`config.mk`:
```
export PLATFORM = sky130hd
export DESIGN_NAME = ram_word_ctrl_flat
export DESIGN_NICKNAME = d
export VERILOG_FILES = /design/src/rtl/ram_word_ctrl_if.sv /design/src/rtl/ram_word_ctrl.sv /design/src/flat_wrapper.sv
export SDC_FILE = /design/constraint.sdc
export NUM_CORES = 1
export LEC_CHECK = 0
export CORE_MARGIN = 4
export CORE_UTILIZATION = 50
export DETAILED_ROUTE_END_ITERATION = 10
export PLACE_DENSITY_LB_ADDON = 0.15
export RECOVER_POWER = 25
export SYNTH_ARGS = -nofsm -noshare
export SYNTH_HDL_FRONTEND = slang
export SYNTH_SLANG_ARGS = --single-unit
```
`constraint.sdc`:
```
create_clock -name clk -period 4 [get_ports clk]
set_clock_uncertainty 0.1 [all_clocks]
set_input_delay 0.6 -clock clk [delete_from_list [all_inputs] [get_ports clk]]
set_output_delay 0.6 -clock clk [all_outputs]
set_load 0.01 [all_outputs]
```
`src/rtl/ram_word_ctrl_if.sv`:
```
// Request/response bundle between a word-access client and ram_word_ctrl.
// The client drives requests as master; the controller answers as slave.
interface ram_word_ctrl_if #(
   parameter int ADDR_WIDTH = 13,
   parameter int DATA_WIDTH = 8
);
   logic                      req_valid;
   logic                      req_ready;
   logic                      req_we;
   logic                      req_byte;
   logic [ADDR_WIDTH-1:0]     req_addr;
   logic [2*DATA_WIDTH-1:0]   req_wdata;
   logic                      rsp_valid;
   logic [2*DATA_WIDTH-1:0]   rsp_rdata;

   modport master (
      output req_valid, req_we, req_byte, req_addr, req_wdata,
      input  req_ready, rsp_valid, rsp_rdata
   );

   modport slave (
      input  req_valid, req_we, req_byte, req_addr, req_wdata,
      output req_ready, rsp_valid, rsp_rdata
   );
endinterface

```
`src/rtl/ram_word_ctrl.sv`:
```
// Sequences 16-bit or single-byte requests into little-endian byte accesses
// on a byte-wide RAM, returning a one-cycle completion strobe.
module ram_word_ctrl #(
   parameter int ADDR_WIDTH = 13,
   parameter int DATA_WIDTH = 8
) (
   input  logic                  clk,
   input  logic                  rst,
   ram_word_ctrl_if.slave        bus,
   output logic [ADDR_WIDTH-1:0] mem_addr,
   output logic [DATA_WIDTH-1:0] mem_wdata,
   input  logic [DATA_WIDTH-1:0] mem_rdata,
   output logic                  mem_cs,
   output logic                  mem_we,
   output logic                  mem_oe
);

   localparam int WordWidth = 2 * DATA_WIDTH;

   typedef enum logic [1:0] {IDLE, LO, HI, RESP} state_e;

   state_e                 state_q, state_d;
   logic                   we_q;
   logic                   byte_q;
   logic [ADDR_WIDTH-1:0]  addr_q;
   logic [DATA_WIDTH-1:0]  wdataHi_q;
   logic [DATA_WIDTH-1:0]  rdataLo_q;
   logic [WordWidth-1:0]   rspRdata_q;
   logic [ADDR_WIDTH-1:0]  memAddr_q;
   logic [DATA_WIDTH-1:0]  memWdata_q;

   always_ff @(posedge clk) begin
      if (rst) begin
         state_q <= IDLE;
      end else begin
         state_q <= state_d;
      end
   end

   always_comb begin
      state_d = state_q;
      case (state_q)
         IDLE:    if (bus.req_valid) state_d = LO;
         LO:      state_d = byte_q ? RESP : HI;
         HI:      state_d = RESP;
         RESP:    state_d = IDLE;
         default: state_d = IDLE;
      endcase
   end

   // Strobes depend only on state and the latched direction, so they never glitch with req_*.
   always_comb begin
      bus.req_ready = (state_q == IDLE);
      bus.rsp_valid = (state_q == RESP);
      mem_cs        = (state_q == LO) || (state_q == HI);
      mem_we        = mem_cs && we_q;
      mem_oe        = mem_cs && !we_q;
   end

   // The RAM address/data registers are loaded one edge ahead of each byte beat
   // so they hold their last value through IDLE and RESP.
   always_ff @(posedge clk) begin
      if (rst) begin
         we_q       <= 1'b0;
         byte_q     <= 1'b0;
         addr_q     <= '0;
         wdataHi_q  <= '0;
         rdataLo_q  <= '0;
         rspRdata_q <= '0;
         memAddr_q  <= '0;
         memWdata_q <= '0;
      end else begin
         case (state_q)
            IDLE: begin
               if (bus.req_valid) begin
                  we_q       <= bus.req_we;
                  byte_q     <= bus.req_byte;
                  addr_q     <= bus.req_addr;
                  wdataHi_q  <= bus.req_wdata[WordWidth-1:DATA_WIDTH];
                  memAddr_q  <= bus.req_addr;
                  memWdata_q <= bus.req_wdata[DATA_WIDTH-1:0];
               end
            end
            LO: begin
               if (!we_q) begin
                  if (byte_q) begin
                     rspRdata_q <= {{DATA_WIDTH{1'b0}}, mem_rdata};
                  end else begin
                     rdataLo_q <= mem_rdata;
                  end
               end
               if (!byte_q) begin
                  memAddr_q  <= addr_q + ADDR_WIDTH'(1);
                  memWdata_q <= wdataHi_q;
               end
            end
            HI: begin
               if (!we_q) begin
                  rspRdata_q <= {mem_rdata, rdataLo_q};
               end
            end
            default: ;
         endcase
      end
   end

   assign bus.rsp_rdata = rspRdata_q;
   assign mem_addr      = memAddr_q;
   assign mem_wdata     = memWdata_q;

endmodule
```
`src/flat_wrapper.sv`:
```
// flat-port wrapper written by rule: the top's interface ports become plain ports
module ram_word_ctrl_flat 
#(
   parameter int ADDR_WIDTH = 13,
   parameter int DATA_WIDTH = 8
)
  (clk, rst, mem_addr, mem_wdata, mem_rdata, mem_cs, mem_we, mem_oe, bus_req_valid, bus_req_we, bus_req_byte, bus_req_addr, bus_req_wdata, bus_req_ready, bus_rsp_valid, bus_rsp_rdata);
  ram_word_ctrl_if #(.ADDR_WIDTH(ADDR_WIDTH), .DATA_WIDTH(DATA_WIDTH)) bus_i ();
  input  logic clk;
  input  logic rst;
  output logic [ADDR_WIDTH-1:0] mem_addr;
  output logic [DATA_WIDTH-1:0] mem_wdata;
  input  logic [DATA_WIDTH-1:0] mem_rdata;
  output logic mem_cs;
  output logic mem_we;
  output logic mem_oe;
  input wire logic [$bits(bus_i.req_valid)-1:0] bus_req_valid;
  input wire logic [$bits(bus_i.req_we)-1:0] bus_req_we;
  input wire logic [$bits(bus_i.req_byte)-1:0] bus_req_byte;
  input wire logic [$bits(bus_i.req_addr)-1:0] bus_req_addr;
  input wire logic [$bits(bus_i.req_wdata)-1:0] bus_req_wdata;
  output wire logic [$bits(bus_i.req_ready)-1:0] bus_req_ready;
  output wire logic [$bits(bus_i.rsp_valid)-1:0] bus_rsp_valid;
  output wire logic [$bits(bus_i.rsp_rdata)-1:0] bus_rsp_rdata;
  assign bus_i.req_valid = bus_req_valid;
  assign bus_i.req_we = bus_req_we;
  assign bus_i.req_byte = bus_req_byte;
  assign bus_i.req_addr = bus_req_addr;
  assign bus_i.req_wdata = bus_req_wdata;
  assign bus_req_ready = bus_i.req_ready;
  assign bus_rsp_valid = bus_i.rsp_valid;
  assign bus_rsp_rdata = bus_i.rsp_rdata;
  ram_word_ctrl #(.ADDR_WIDTH(ADDR_WIDTH), .DATA_WIDTH(DATA_WIDTH)) u_core (.clk(clk), .rst(rst), .bus(bus_i), .mem_addr(mem_addr), .mem_wdata(mem_wdata), .mem_rdata(mem_rdata), .mem_cs(mem_cs), .mem_we(mem_we), .mem_oe(mem_oe));
endmodule
```
==> results.md, run 1 <==
* FF-to-FF setup slack at 1500 ps
* Total number of vias at between 2000 and 3000
* Kind of start point of the critical path: register
* Setup-failing EPs final at 0
* Antenna cells at 0
* Total Routing Usage GR at 0.192
* Crit path largest cell delay at 540 ps
* Final period util at 0.644
* Grt ovf at 0
* Post-synth top flop: dfxtp_1
* DP HPWL at 4.93 mm
* First-pass GRT wire length at approximately 12 mm
* GPL Wtd Cong at between 0.8 and 0.9
* Post-CTS Resized at 0
* H-tree levels at 3
* Required @ worst endpoint at 3300 ps
* CTS Buffer Depth at 2
* Storage element area at between 1000 and 1500 µm²
* CTS root buffer: clkbuf_8
* Post-synth ARST share at 0
* Worst reg2reg startpoint: u_core.state_q[1]
* HP Start: u_core.mem_addr[3]
* Clk slew on worst S/H paths at 70 ps
* Sequential share of power at 0.339
* F_max at 388 MHz
* Post-synth EDFFs at 0
* Vias in the first global route at roughly 2500
* Warning count from the yosys run at 0
* CTS Hold Buffers Added at 0
* Internal Power at just under 2 mW
* HP Class: reg -> reg
* Fin crit period at 2580 ps
* Crit path max fanout at 5
* Count of cell types in the netlist at 46
* P_sw at 1.11 mW
* FILL cells at 514
* Max-cap violations at 1
* Share of cells above drive strength 1 at 0.0757
* Clock power frac at 0.229
* Leakage at 1.62 nW
* DR pass1 iterations at 4
* RSZ-0062 raised after global routing: no
* Mean post-synth cell area at 8.90 µm²
* Syn Nets at 407
* DRT Wirelength at 7.29 mm
* Inserted Clock Buffers at 9
* Core area at 6060 µm²
* Final net count at between 400 and 500
* Slew HR at -0.0108
* Outcome: complete, but fails checks
* Clk_lat worst skew at 340 ps
* Vias/cell at 5.39
* CP endpoint kind: output pin
* Failing checks: max-capacitance violations, max-slew violations
* Maximum vdd ir drop at 0.000573 V
* DRC viols at 0
* Chip Width at between 80 and 90 µm
* Net Sw Frac at 0.364
* Setup Buffers After CTS at 0
* Flop and latch count out of synthesis at 70
* P&R area growth vs syn at 33.5%
* Number of placement rows at 28
* Post-route cell area at 4270 µm²
* Starting Density at 0.527
* Mapped cell area at around 3200 µm²
* Worst Tran Pin Value at approximately 1500 ps
* Slowest stage cell, crit path: clkdlybuf4s50_1
* TNS Setup at 0 ps
* Die ar. at 7730 µm²
* Logic pwr share at 0.432
* Register area share after synthesis at 0.439
* Port Buffer Count at 83
* Ports at 84
* Max Slew Vio Count at 37
* TritonCTS Sinks at 70
* Crit-path cells: inv_1 -> ha_1 -> nor2b_1 -> clkdlybuf4s50_1
* Final ANT Viol Nets at 0
* Mapped Cells at 359
* CTS tree: done
* Area of the multi-input gates at 1670 µm²
* Pwr dens at 716 nW/µm²
* Antenna violations before repair at 0
* Pin count of the biggest net entering global routing at 41
* Routed len/inst at roughly 14 µm
* Die height at 87.9 µm
* Critical path startpoint: u_core.state_q[1]
* DR iter-0 viols at ~120
* Worst path arrival time at 1880 ps
* Critical path class: reg -> out
* Hold Violations, Final at 0
* Placed cell area at ~4000 µm²
path summary, 6_finish.rpt:
check	endpoint	depth (start not counted)
setup / recovery	mem_oe	4
setup reg to reg	u_core.mem_addr[11]	6
hold / removal	u_core.mem_addr[3]	2
hold reg to reg	u_core.mem_addr[3]	2
layout by cell type (no fill, tap or decap), types with 2 or more instances in the layout:
cell type / instances
nand3b_1: 5
dfxtp_1: 70
inv_1: 4
nand3_1: 5
nor4_1: 3
clkdlybuf4s50_1: 56
nor2_1: 40
a211o_1: 2
or3_1: 2
nand2_1: 54
clkbuf_8: 10
a21oi_1: 34
ha_1: 6
and3_1: 2
xor2_1: 2
buf_4: 2
dlygate4sd3_1: 26
o41ai_2: 2
nand4_1: 2
nor2b_1: 3
o31a_2: 3
nand2b_1: 4
o21ai_0: 7
and2_1: 10
xnor2_1: 2
mux2i_1: 35
o211ai_1: 2
clkinv_2: 2
bufinv_16: 3
a211oi_1: 18
cells in the mapped netlist (2+ instances only):
| library cell | number | area share |
|---|---|---|
| nor2_1 | 40 | 0.047 |
| or3_1 | 2 | 0.0039 |
| ha_1 | 6 | 0.023 |
| nor2b_1 | 3 | 0.0059 |
| mux2i_1 | 35 | 0.11 |
| buf_1 | 4 | 0.0047 |
| xor2_1 | 2 | 0.0055 |
| o211ai_1 | 2 | 0.0047 |
| a211oi_1 | 18 | 0.042 |
| a211o_1 | 2 | 0.0055 |
| o41ai_2 | 2 | 0.010 |
| clkbuf_1 | 10 | 0.012 |
| and2_1 | 10 | 0.020 |
| o21ai_0 | 7 | 0.011 |
| nand3_1 | 5 | 0.0078 |
| a21oi_1 | 34 | 0.053 |
| dfxtp_1 | 70 | 0.44 |
| nand3b_1 | 5 | 0.012 |
| nand2b_1 | 4 | 0.0078 |
| buf_2 | 7 | 0.011 |
| nand2_1 | 54 | 0.063 |
| buf_4 | 3 | 0.0070 |
| o31a_2 | 3 | 0.0094 |
| and3_1 | 2 | 0.0039 |
| inv_1 | 4 | 0.0047 |
| xnor2_1 | 2 | 0.0055 |
| nor4_1 | 3 | 0.0059 |
| nand4_1 | 2 | 0.0039 |
sequential cells by signal, summed over array words and instances (netlist names):
signal                cells
u_core.addr_q            13
u_core.wdataHi_q          8
u_core.mem_wdata          8
u_core.mem_addr          13
u_core.bus.rsp_rdata     16
u_core.byte_q             1
u_core.state_q            2
u_core.we_q               1
u_core.rdataLo_q          8
area by class of cell:
type,count,share of cell area
repair buffers,85,0.197
clock inverters,6,0.0255
clock buffers,10,0.0323
multi-input cells,261,0.391
well taps,75,0.0220
flip-flops and latches,70,0.329
inverters,4,0.00352
cells by family after synthesis:
group,synth area share
simple gates,0.211
compound gates,0.167
flops,0.439
mux,0.110
buf+inv,0.0392
fa+ha+maj,0.0235
xor+xnor,0.0110
power groups by stage:
stage                     clock, mW  sequential, mW  combinational (mW)
final                         0.698            1.04                1.32
after global routing          0.740            1.06                1.46
after CTS                     0.712            1.04                1.36
after detailed placement          0            1.05                1.36
after global placement            0            1.05                1.33
after floorplan                   0            1.08               0.835
metal layers:
metal  share of wire  GRT usage  vias to the layer above
li1                -          -                     1395
met1            0.47      0.262                     1265
met2            0.45      0.288                       83
met3           0.068     0.0405                       13
met4           0.017     0.0921                        0
met5               0          0                        -
metrics by stage:
stage,total power [mW],util,cells,hold slack [ps],setup WS (ps)
global placement,2.38,0.663,495,341,1380
floorplan,1.91,-,359,336,2080
CTS,3.11,0.704,511,358,1400
detailed placement,2.41,0.663,495,348,1320
global route,3.26,0.704,511,380,1300
finish,3.05,0.704,511,352,1420
worst max-delay path, delay by kind of cell, from the launching register on:
kind,cells,cell delay (ps)
adders and majority gates,1,340
buffers and inverters,2,650
DFF,1,410
and+or+nand+nor,1,140
(Power assumes the default switching activity.)
==> run 2, diff against run 1 <==
--- a/config.mk
+++ b/config.mk
@@ -6,7 +6,7 @@
 export NUM_CORES = 1
 export LEC_CHECK = 0
 export CORE_MARGIN = 4
-export CORE_UTILIZATION = 50
+export CORE_UTILIZATION = 48
 export DETAILED_ROUTE_END_ITERATION = 10
 export PLACE_DENSITY_LB_ADDON = 0.15
 export RECOVER_POWER = 25
==> constraint.sdc (replaced) <==
create_clock -name clk -period 2.4 [get_ports clk]
set_clock_uncertainty 0.1 [all_clocks]
set_input_delay 0.36 -clock clk [delete_from_list [all_inputs] [get_ports clk]]
set_output_delay 0.36 -clock clk [all_outputs]
set_load 0.01 [all_outputs]
==> run 2 against run 1 <==
  * The run now ends clean
  * Clock power is 32% higher
  * Global-route usage up 1.1 points
  * Register-to-register slack got worse by 1200 ps
  * Sequential power rose by 67%
  * Power up 63%
  * Wire length up 6.2%
  * Critical endpoint unchanged
  * Setup slack lost 1300 ps
==> results.md, run 2 (same netlist as run 1, synthesis figures left out) <==
* Non-Filler Instances at 519
* Antenna cells at 0
* First-pass GRT wire length at 12.7 mm
* CTS Hold Buffers Added at 0
* Final net count at 486
* Ports at 84
* Worst Tran Pin Value at about 530 ps
* Leakage at roughly 1.6 nW
* Placed cell count at 504
* Setup WS post-layout at 140 ps
* Maximum vdd ir drop at 0.000640 V
* CP endpoint kind: output pin
* Routed len/inst at 14.9 µm
* Final period util at 0.942
* Grt ovf at 0
* Port Buffer Count at 83
* CTS root buffer: clkbuf_8
* Starting Density at 0.498
* Antenna violations before repair at 0
* Share of cells above drive strength 1 at 0.0973
* H-tree levels at 3
* Die height at between 80 and 90 µm
* CTS Buffer Depth at 2
* Final ANT Viol Nets at 0
* DP HPWL at 5.41 mm
* Clk_lat worst skew at 340 ps
* CTS tree: done
* Pre-CTS WS at between 300 and 400 ps
* Max-cap violations at 0
* Total number of vias at about 2800
* F_max at 442 MHz
* Post-route core utilization at 0.666
* Die ar. at 8030 µm²
* Outcome: finished clean
* HP Class: reg -> reg
* Hold WS at 354 ps
* Critical path class: reg -> out
* RSZ-0062 raised after global routing: no
* DR pass1 iterations at 5
* Worst path arrival time at 1800 ps
* Number of placement rows at 29
* Fin crit period at 2260 ps
* Vias/cell at 5.41
* Slew HR at 0.644
* Pin count of the biggest net entering global routing at 29
* DRT Wirelength at slightly below 8 mm
* Total Routing Usage GR at 0.203
* Max FFs per register at 16
* TNS Setup at 0 ps
* DR iter-0 viols at ~160
* Inserted Clock Buffers at 9
* Most frequent cells in the layout: dfxtp_1, clkdlybuf4s50_1, nand2_1
* TritonCTS Sinks at 70
* Required @ worst endpoint at 1940 ps
* Commonest non-fill, non-tap cell in the layout: dfxtp_1
* Chip Width at 89.6 µm
* Max Slew Vio Count at 0
* Crit path max fanout at 5
* Vias in the first global route at 2724
* GPL Wtd Cong at 0.795
* Clk slew on worst S/H paths at 70 ps
* Hold Violations, Final at 0
* Pwr dens at roughly 1200 nW/µm²
* P&R area growth vs syn at 33.9%
* Core area at approximately 6400 µm²
* Setup-failing EPs final at 0
* Setup Buffers After CTS at 0
* DRC viols at 0
* Kind of start point of the critical path: register
run 2: report_power, final:
| part | total [mW] | switching [mW] | internal, mW |
|---|---|---|---|
| Clock | 0.918 | 0.422 | 0.495 |
| Sequential | 1.74 | 0.236 | 1.50 |
| Combinational | 2.33 | 1.21 | 1.12 |
run 2: routing by layer:
layer,share of wire,global-route usage
met1,0.47,0.260
met2,0.46,0.328
met3,0.064,0.0502
met4,0.015,0.0812
met5,0,0
run 2: cell type report:
cell class	count	area, µm²
well taps	77	96.3
repair buffers	92	903
clock buffers	10	138
clock inverters	5	50.0
inverters	4	15.0
flip-flops and latches	70	1400
fillers	549	2140
multi-input cells	261	1670
run 2: path summary, 6_finish.rpt:
kind	cells after the start	startpoint	slack [ps]	endpoint
worst max-delay path	4	u_core.state_q[1]	140	mem_oe
worst min-delay path	2	u_core.mem_addr[4]	350	u_core.mem_addr[4]
worst max register to register	7	u_core.state_q[1]	310	u_core.mem_wdata[3]
worst min register to register	2	u_core.mem_addr[4]	350	u_core.mem_addr[4]
run 2: per-stage QoR:
stage	power, mW	instance area [µm²]
after floorplan	3.19	3200
after global placement	4.07	4090
after detailed placement	4.13	4090
after CTS	5.05	4280
after global routing	5.33	4280
final	4.98	4280
run 2: repair_timing:
item | in CTS | in global routing
endpoints found under the setup margin | 0 | 3
resized for setup | 0 | 3
endpoints found under the hold margin | 0 | 0
run 2: critical path: stages (launching register included):
cell	delay [ps]
dfxtp_2	360
inv_1	90
ha_2	360
nor2b_1	120
clkdlybuf4s50_1	540
==> RTL edit 1: new RTL, settings of run 1 <==
`DATA_WIDTH` is set to 8 in 3 places; all go to 6.
--- a/src/rtl/ram_word_ctrl_if.sv
+++ b/src/rtl/ram_word_ctrl_if.sv
@@ -2,7 +2,7 @@
 // The client drives requests as master; the controller answers as slave.
 interface ram_word_ctrl_if #(
    parameter int ADDR_WIDTH = 13,
-   parameter int DATA_WIDTH = 8
+   parameter int DATA_WIDTH = 6
 );
    logic                      req_valid;
    logic                      req_ready;
--- a/src/rtl/ram_word_ctrl.sv
+++ b/src/rtl/ram_word_ctrl.sv
@@ -2,7 +2,7 @@
 // on a byte-wide RAM, returning a one-cycle completion strobe.
 module ram_word_ctrl #(
    parameter int ADDR_WIDTH = 13,
-   parameter int DATA_WIDTH = 8
+   parameter int DATA_WIDTH = 6
 ) (
    input  logic                  clk,
    input  logic                  rst,
--- a/src/flat_wrapper.sv
+++ b/src/flat_wrapper.sv
@@ -2,7 +2,7 @@
 module ram_word_ctrl_flat 
 #(
    parameter int ADDR_WIDTH = 13,
-   parameter int DATA_WIDTH = 8
+   parameter int DATA_WIDTH = 6
 )
   (clk, rst, mem_addr, mem_wdata, mem_rdata, mem_cs, mem_we, mem_oe, bus_req_valid, bus_req_we, bus_req_byte, bus_req_addr, bus_req_wdata, bus_req_ready, bus_rsp_valid, bus_rsp_rdata);
   ram_word_ctrl_if #(.ADDR_WIDTH(ADDR_WIDTH), .DATA_WIDTH(DATA_WIDTH)) bus_i ();
Interface: changed (resized bus_req_wdata, bus_rsp_rdata, mem_rdata and mem_wdata); port bits go from 84 to 72. The function was not compared with the original's and may differ.
==> RTL edit 1 against run 1 <==
  * Sequential cell count fell by 10
  * Wire length fell by 7.5%
  * Synthesized cell count fell by 13%
  * Total power fell by 16%
  * Non-clock buffer count fell by 12
  * Setup slack got worse by 210 ps
  * Final area fell by 14%
  * Core utilization fell by 0.14 points
  * Area after synthesis fell by 15%
  * Fmax fell by 7.5%
  * Clock power fell by 13%
  * Critical endpoint is now u_core.mem_addr[9]$_SDFFE_PP0P_
  * Largest cell class unchanged
  * Largest power group unchanged
==> RTL edit 1: results (changes against run 1) <==
* Layout fillers at 422 (-18%)
* Final HPWL DP at 4610 um (-6.6%)
* Seq/Total Area, Yosys at 44.0% (+0.14 points)
* GR met3 Demand/Resource at 6.14% (+2.1 points)
* Synth unique cells at 47 (+2.2%)
* Global-route usage over all layers at 21.2% (+2.0 points)
* Post-CTS sizing at 0 (unchanged)
* Top post-synthesis cells by area: dfxtp_1 44%, nand2_1 7.8%, mux2i_1 7.3%
* Post-route clock period utilization at 69.6% (+5.2 points)
* H-tree depth at 3 (unchanged)
* Hold WC Path Type: register to register
* Total CTS buffers at 9 (unchanged)
* Layout cell share with drive strength beyond 1 at 8.59% (+1.0 points)
* Drt wl/cell at 14.8 um (+4.1%)
* GRT met2 Usage at 36.2% (+7.4 points)
* Worst hold start: u_core.mem_addr[3]$_SDFFE_PP0P_
* Placement Cell Area at 3440 sq um (-14%)
* Synth warnings at 0 (unchanged)
* Crit-path max FO at 24 (+19)
* GRT met1 Usage at 24.8% (-1.4 points)
* Worst R2R End: u_core.mem_addr[9]$_SDFFE_PP0P_
* Synth Flop Type: dfxtp_1
* Static Leak at 1.34 nW (-17%)
* Clock Latency Late Sink at 330 ps
* Synth top cells by count: 60 x dfxtp_1, 57 x nand2_1, 31 x a21oi_1
* Drt initial violations at 121 (+3.4%)
* Reg2reg path depth at 6 (unchanged)
* Clock root cell: clkbuf_8
* Worst hold stages at 2 (unchanged)
* N_diodes at 0 (unchanged)
* Final Wtd Congestion at 0.785 (-5.9%)
* WP data arrival at 2920 ps (+1040 ps)
* Vias in the first global route at 2386 (-6.2%)
* Async set or reset register ratio after synthesis at 0% (unchanged)
* Hold Vio Cnt, Final at 0 (unchanged)
* Crit Path Category: register to register
* DR pass1 iterations at 5 (+1)
* Slew @ Worst Pin at 948 ps (-568 ps)
* Reg clk slew, reported paths at 70 ps (about the same)
* Vias per Instance at 5.42 (+0.43%)
* Mapped Nets at 356 (-13%)
* Initial antenna violation count at 0 (unchanged)
* Worst setup path start: u_core.state_q[1]$_SDFFE_PP0P_
* Dpl ws at 1220 ps (-109 ps)
* Total Nets Final at 421 (-12%)
* Buffers on Ports at 71 (-14%)
* Wire length of the first global-routing pass at 11000 um (-6.1%)
* Min-Delay Endpoint: u_core.mem_addr[3]$_SDFFE_PP0P_
* Peak supply drop at 0.478 mV (-17%)
* Largest net degree at the start of global routing at 59 (+44%)
* Total setup buffers inserted after CTS at 0 (unchanged)
* Status: finished clean
* Clk buf depth at 2 (unchanged)
-- RTL edit 1: routing by layer --
layer | part of all wire, % | vias to the layer above | wire, um
met5 | 0 | - | 0
met1 | 44 | 1147 | 2960
li1 | - | 1238 | -
met4 | 1.8 | 0 | 121
met2 | 48 | 63 | 3230
met3 | 6.3 | 11 | 426
-- RTL edit 1: cell families (layout without fill, tap and decap cells) --
kind of cell	Yosys count	count (layout)	synth area share, %
xor gates and xnor gates	7	7	2.25
DFF	60	60	44.0
adders and majority gates	6	6	2.75
muxes	20	20	7.33
and+or+nand+nor	125	125	21.2
AOI/OAI and AO/OA	70	70	17.8
buffers and inverters	26	96	4.63
-- RTL edit 1: metrics by stage --
step           std cells  total power, W  hold slack, ps
6_report             454         0.00258             352
5_1_grt              454         0.00275             370
4_1_cts              454         0.00263             355
3_5_place_dp         438         0.00202             345
3_3_place_gp         438         0.00199             338
2_1_floorplan        314         0.00161             336
-- RTL edit 1: layout make-up --
type / count / area, sq um / area share [%]
Multi-Input combinational cell: 228 / 1400 / 38.2
Sequential cell: 60 / 1200 / 32.9
Timing Repair Buffer: 73 / 721 / 19.7
Clock buffer: 10 / 138 / 3.76
Clock inverter: 6 / 87.6 / 2.40
Tap cell: 70 / 87.6 / 2.40
Inverter: 7 / 26.3 / 0.719
-- RTL edit 1: critical path: stages, from the launching register on --
cell and delay [ps]:
dfxtp_1 350, inv_1 110, ha_1 630, nor2_1 250, a211oi_4 790, o21ai_0 180, a311oi_1 270
-- RTL edit 1: power breakdown --
group	switching [W]	internal [W]	total [W]
sequential	0.000106	0.000765	0.000870
combinational	0.000595	0.000503	0.00110
clock	0.000241	0.000366	0.000607
total	0.000942	0.00163	0.00258
==> RTL edit 2: new RTL, config.mk and constraints of run 1 <==
Without the edit above. The 4 states of `state_e` get a one-hot encoding in 4 bits.
--- a/src/rtl/ram_word_ctrl.sv
+++ b/src/rtl/ram_word_ctrl.sv
@@ -17,7 +17,7 @@
 
    localparam int WordWidth = 2 * DATA_WIDTH;
 
-   typedef enum logic [1:0] {IDLE, LO, HI, RESP} state_e;
+   typedef enum logic [3:0] {IDLE = 4'b0001, LO = 4'b0010, HI = 4'b0100, RESP = 4'b1000} state_e;
 
    state_e                 state_q, state_d;
    logic                   we_q;
Check against the original RTL: same outputs for any inputs over 4 cycles, from zero or initial values and one cycle with rst high; so few cycles prove little.
==> RTL edit 2 against run 1 <==
  * Sequential share of layout area up 1.6 points
  * Fmax down 13%
  * Sequential cell count up 2
  * Largest cell class unchanged
  * Final area down 1.9%
  * Setup slack worse by 380 ps
  * Area after synthesis down 1.8%
  * Critical path type unchanged
  * Synthesized cell count up 4.7%
  * Via count up 6.3%
  * Critical endpoint unchanged
  * Wire length up 8.3%
Power is not compared: it rests on default switching activity, and its combinational part moved more than twofold at a synthesized area within 25%.
==> RTL edit 2: results (changes against run 1) <==
* DR pass1 iterations at 4 (unchanged)
* Slew @ Worst Pin at 1030 ps (-484 ps)
* Total setup buffers inserted after CTS at 0 (unchanged)
* H-tree depth at 3 (unchanged)
* Global-route usage over all layers at 21.4% (+2.2 points)
* Worst hold stages at 2 (unchanged)
* Final Wtd Congestion at 0.779 (-6.7%)
* Total Nets Final at 489 (+2.1%)
* Vias per Instance at 5.57 (+3.3%)
* Wire length of the first global-routing pass at 12900 um (+9.9%)
* GRT met2 Usage at 32.3% (+3.5 points)
* Synth unique cells at 45 (-2.2%)
* Async set or reset register ratio after synthesis at 0% (unchanged)
* Synth warnings at 0 (unchanged)
* Largest net degree at the start of global routing at 67 (+63%)
* Worst hold start: u_core.wdataHi_q[7]$_SDFFE_PP0P_
* Mapped Nets at 419 (+2.9%)
* Peak supply drop at 0.241 mV
* Vias in the first global route at 2772 (+8.9%)
* Vias at 2931 (+6.3%)
* Reg clk slew, reported paths at 70 ps (about the same)
* Dpl cells at 510 (+3.0%)
* Hold WC Path Type: register to register
* Status: finished clean
* Total CTS buffers at 9 (unchanged)
* Post-CTS sizing at 0 (unchanged)
* CP peak stage delay at 540 ps (about the same)
* Reg2reg path depth at 5 (-1)
* Drt initial violations at 126 (+7.7%)
* Min-Delay Endpoint: u_core.wdataHi_q[7]$_SDFFE_PP0P_
* Final setup vio count at 0 (unchanged)
* Syn avg cell area at 8.34 sq um (-6.3%)
* Static Leak at 1.49 nW
* Critical Path Slowest Stage Cell: clkdlybuf4s50_1
* WP data arrival at 2250 ps (+370 ps)
* Reg2reg setup slack at 1550 ps (+50 ps)
* Max reg flops at 16 (unchanged)
* GR met3 Demand/Resource at 5.20% (+1.2 points)
* Worst R2R End: u_core.mem_addr[12]$_SDFFE_PP0P_
* Drt wl/cell at 15.0 um (+5.2%)
* Synth Flop Type: dfxtp_1
* Seq/Total Area, Yosys at 46.0% (+2.1 points)
* Top post-synthesis cells by area: dfxtp_1 46%, nand2_1 8.5%, a21oi_1 6.9%
* Initial antenna violation count at 0 (unchanged)
* Final HPWL DP at 5230 um (+6.1%)
* Buffers on Ports at 83 (unchanged)
* Crit-path max FO at 18 (+13)
* Clk buf depth at 2 (unchanged)
* Layout fillers at 491 (-4.5%)
* Clock Latency Late Sink at 340 ps (about the same)
* GRT met1 Usage at 29.1% (+2.9 points)
* Reg-to-Reg Start: u_core.state_q[1]$_SDFFE_PP0P_
* Synth top cells by count: 72 x dfxtp_1, 71 x nand2_1, 43 x a21oi_1
* Clock root cell: clkbuf_8
* Layout cell share with drive strength beyond 1 at 5.10% (-2.5 points)
* Cell-internal power at 0.00125 W
-- RTL edit 2: changes by cell type in the layout (fill, tap and decap cells not counted), moves of 8 or more --
cell / before / now
mux2i_1: 35 / 16
a311oi_1: 0 / 11
nand2_1: 54 / 71
and2_1: 10 / 2
a211oi_1: 18 / 2
a21oi_1: 34 / 43
or3_1: 2 / 10
nor2_1: 40 / 26
o21ai_1: 0 / 17
-- RTL edit 2: kinds of logic (layout without fill, tap and decap cells) --
logic type               count (synthesis)  after routing  share of synthesized area (%)
adder cells (fa/ha/maj)                  1              1                          0.399
flip-flops                              72             72                           46.0
AO/OA/AOI/OAI                           96             96                           18.9
buffers and inverters                   35            110                           4.63
multiplexers                            16             16                           5.11
AND/OR/NAND/NOR                        151            151                           23.7
XOR/XNOR                                 5              5                           1.40
-- RTL edit 2: worst max path at each step --
stage | slack (ps) | cells after the start | to | start
global route | 900 | 5 | mem_oe | u_core.state_q[2]$_SDFFE_PP0P_
detailed placement | 1390 | 5 | mem_oe | u_core.state_q[2]$_SDFFE_PP0P_
global placement | 1420 | 5 | mem_oe | u_core.state_q[2]$_SDFFE_PP0P_
CTS | 1000 | 5 | mem_oe | u_core.state_q[2]$_SDFFE_PP0P_
finish | 1050 | 5 | mem_oe | u_core.state_q[2]$_SDFFE_PP0P_
floorplan | 1790 | 5 | mem_oe | u_core.state_q[2]$_SDFFE_PP0P_
-- RTL edit 2: cell type report --
type / count / area (sq um) / area share (%)
tap: 75 / 93.8 / 2.24
clock inverter: 3 / 65.1 / 1.56
sequential: 72 / 1440 / 34.5
timing repair buffer: 88 / 860 / 20.6
multi-input combinational: 269 / 1550 / 37.1
clock buffer: 13 / 149 / 3.56
inverter: 6 / 22.5 / 0.538
-- RTL edit 2: metal layers --
metal / up-vias / routed length (um)
li1: 1471 / -
met1: 1357 / 3660
met2: 90 / 3530
met3: 13 / 546
met4: 0 / 160
met5: - / 0
-- RTL edit 2: power by group through the flow --
stage	Combinational, W	Clock, W	Sequential (W)
after floorplan	0.000129	0	0.000814
final	0.000253	0.000634	0.000793
after global routing	0.000278	0.000671	0.000799
after CTS	0.000263	0.000640	0.000794
after global placement	0.000256	0	0.000808
after detailed placement	0.000261	0	0.000810
-- RTL edit 2: critical path: cells and delay by family (launching register included) --
kind                   cells  cell delay [ps]
and+or+nand+nor            3              590
buffers and inverters      2              830
DFF                        1              490
-- RTL edit 2: per-stage QoR --
stage / power (W) / setup slack, ps / util (%) / hold slack (ps) / area (sq um)
floorplan: 0.000943 / 1790 / - / 337 / 3140
global placement: 0.00106 / 1420 / 66.4 / 343 / 3980
detailed placement: 0.00107 / 1390 / 66.4 / 348 / 3980
CTS: 0.00170 / 997 / 70.0 / 359 / 4190
global route: 0.00175 / 904 / 69.8 / 378 / 4180
finish: 0.00168 / 1050 / 69.8 / 357 / 4180
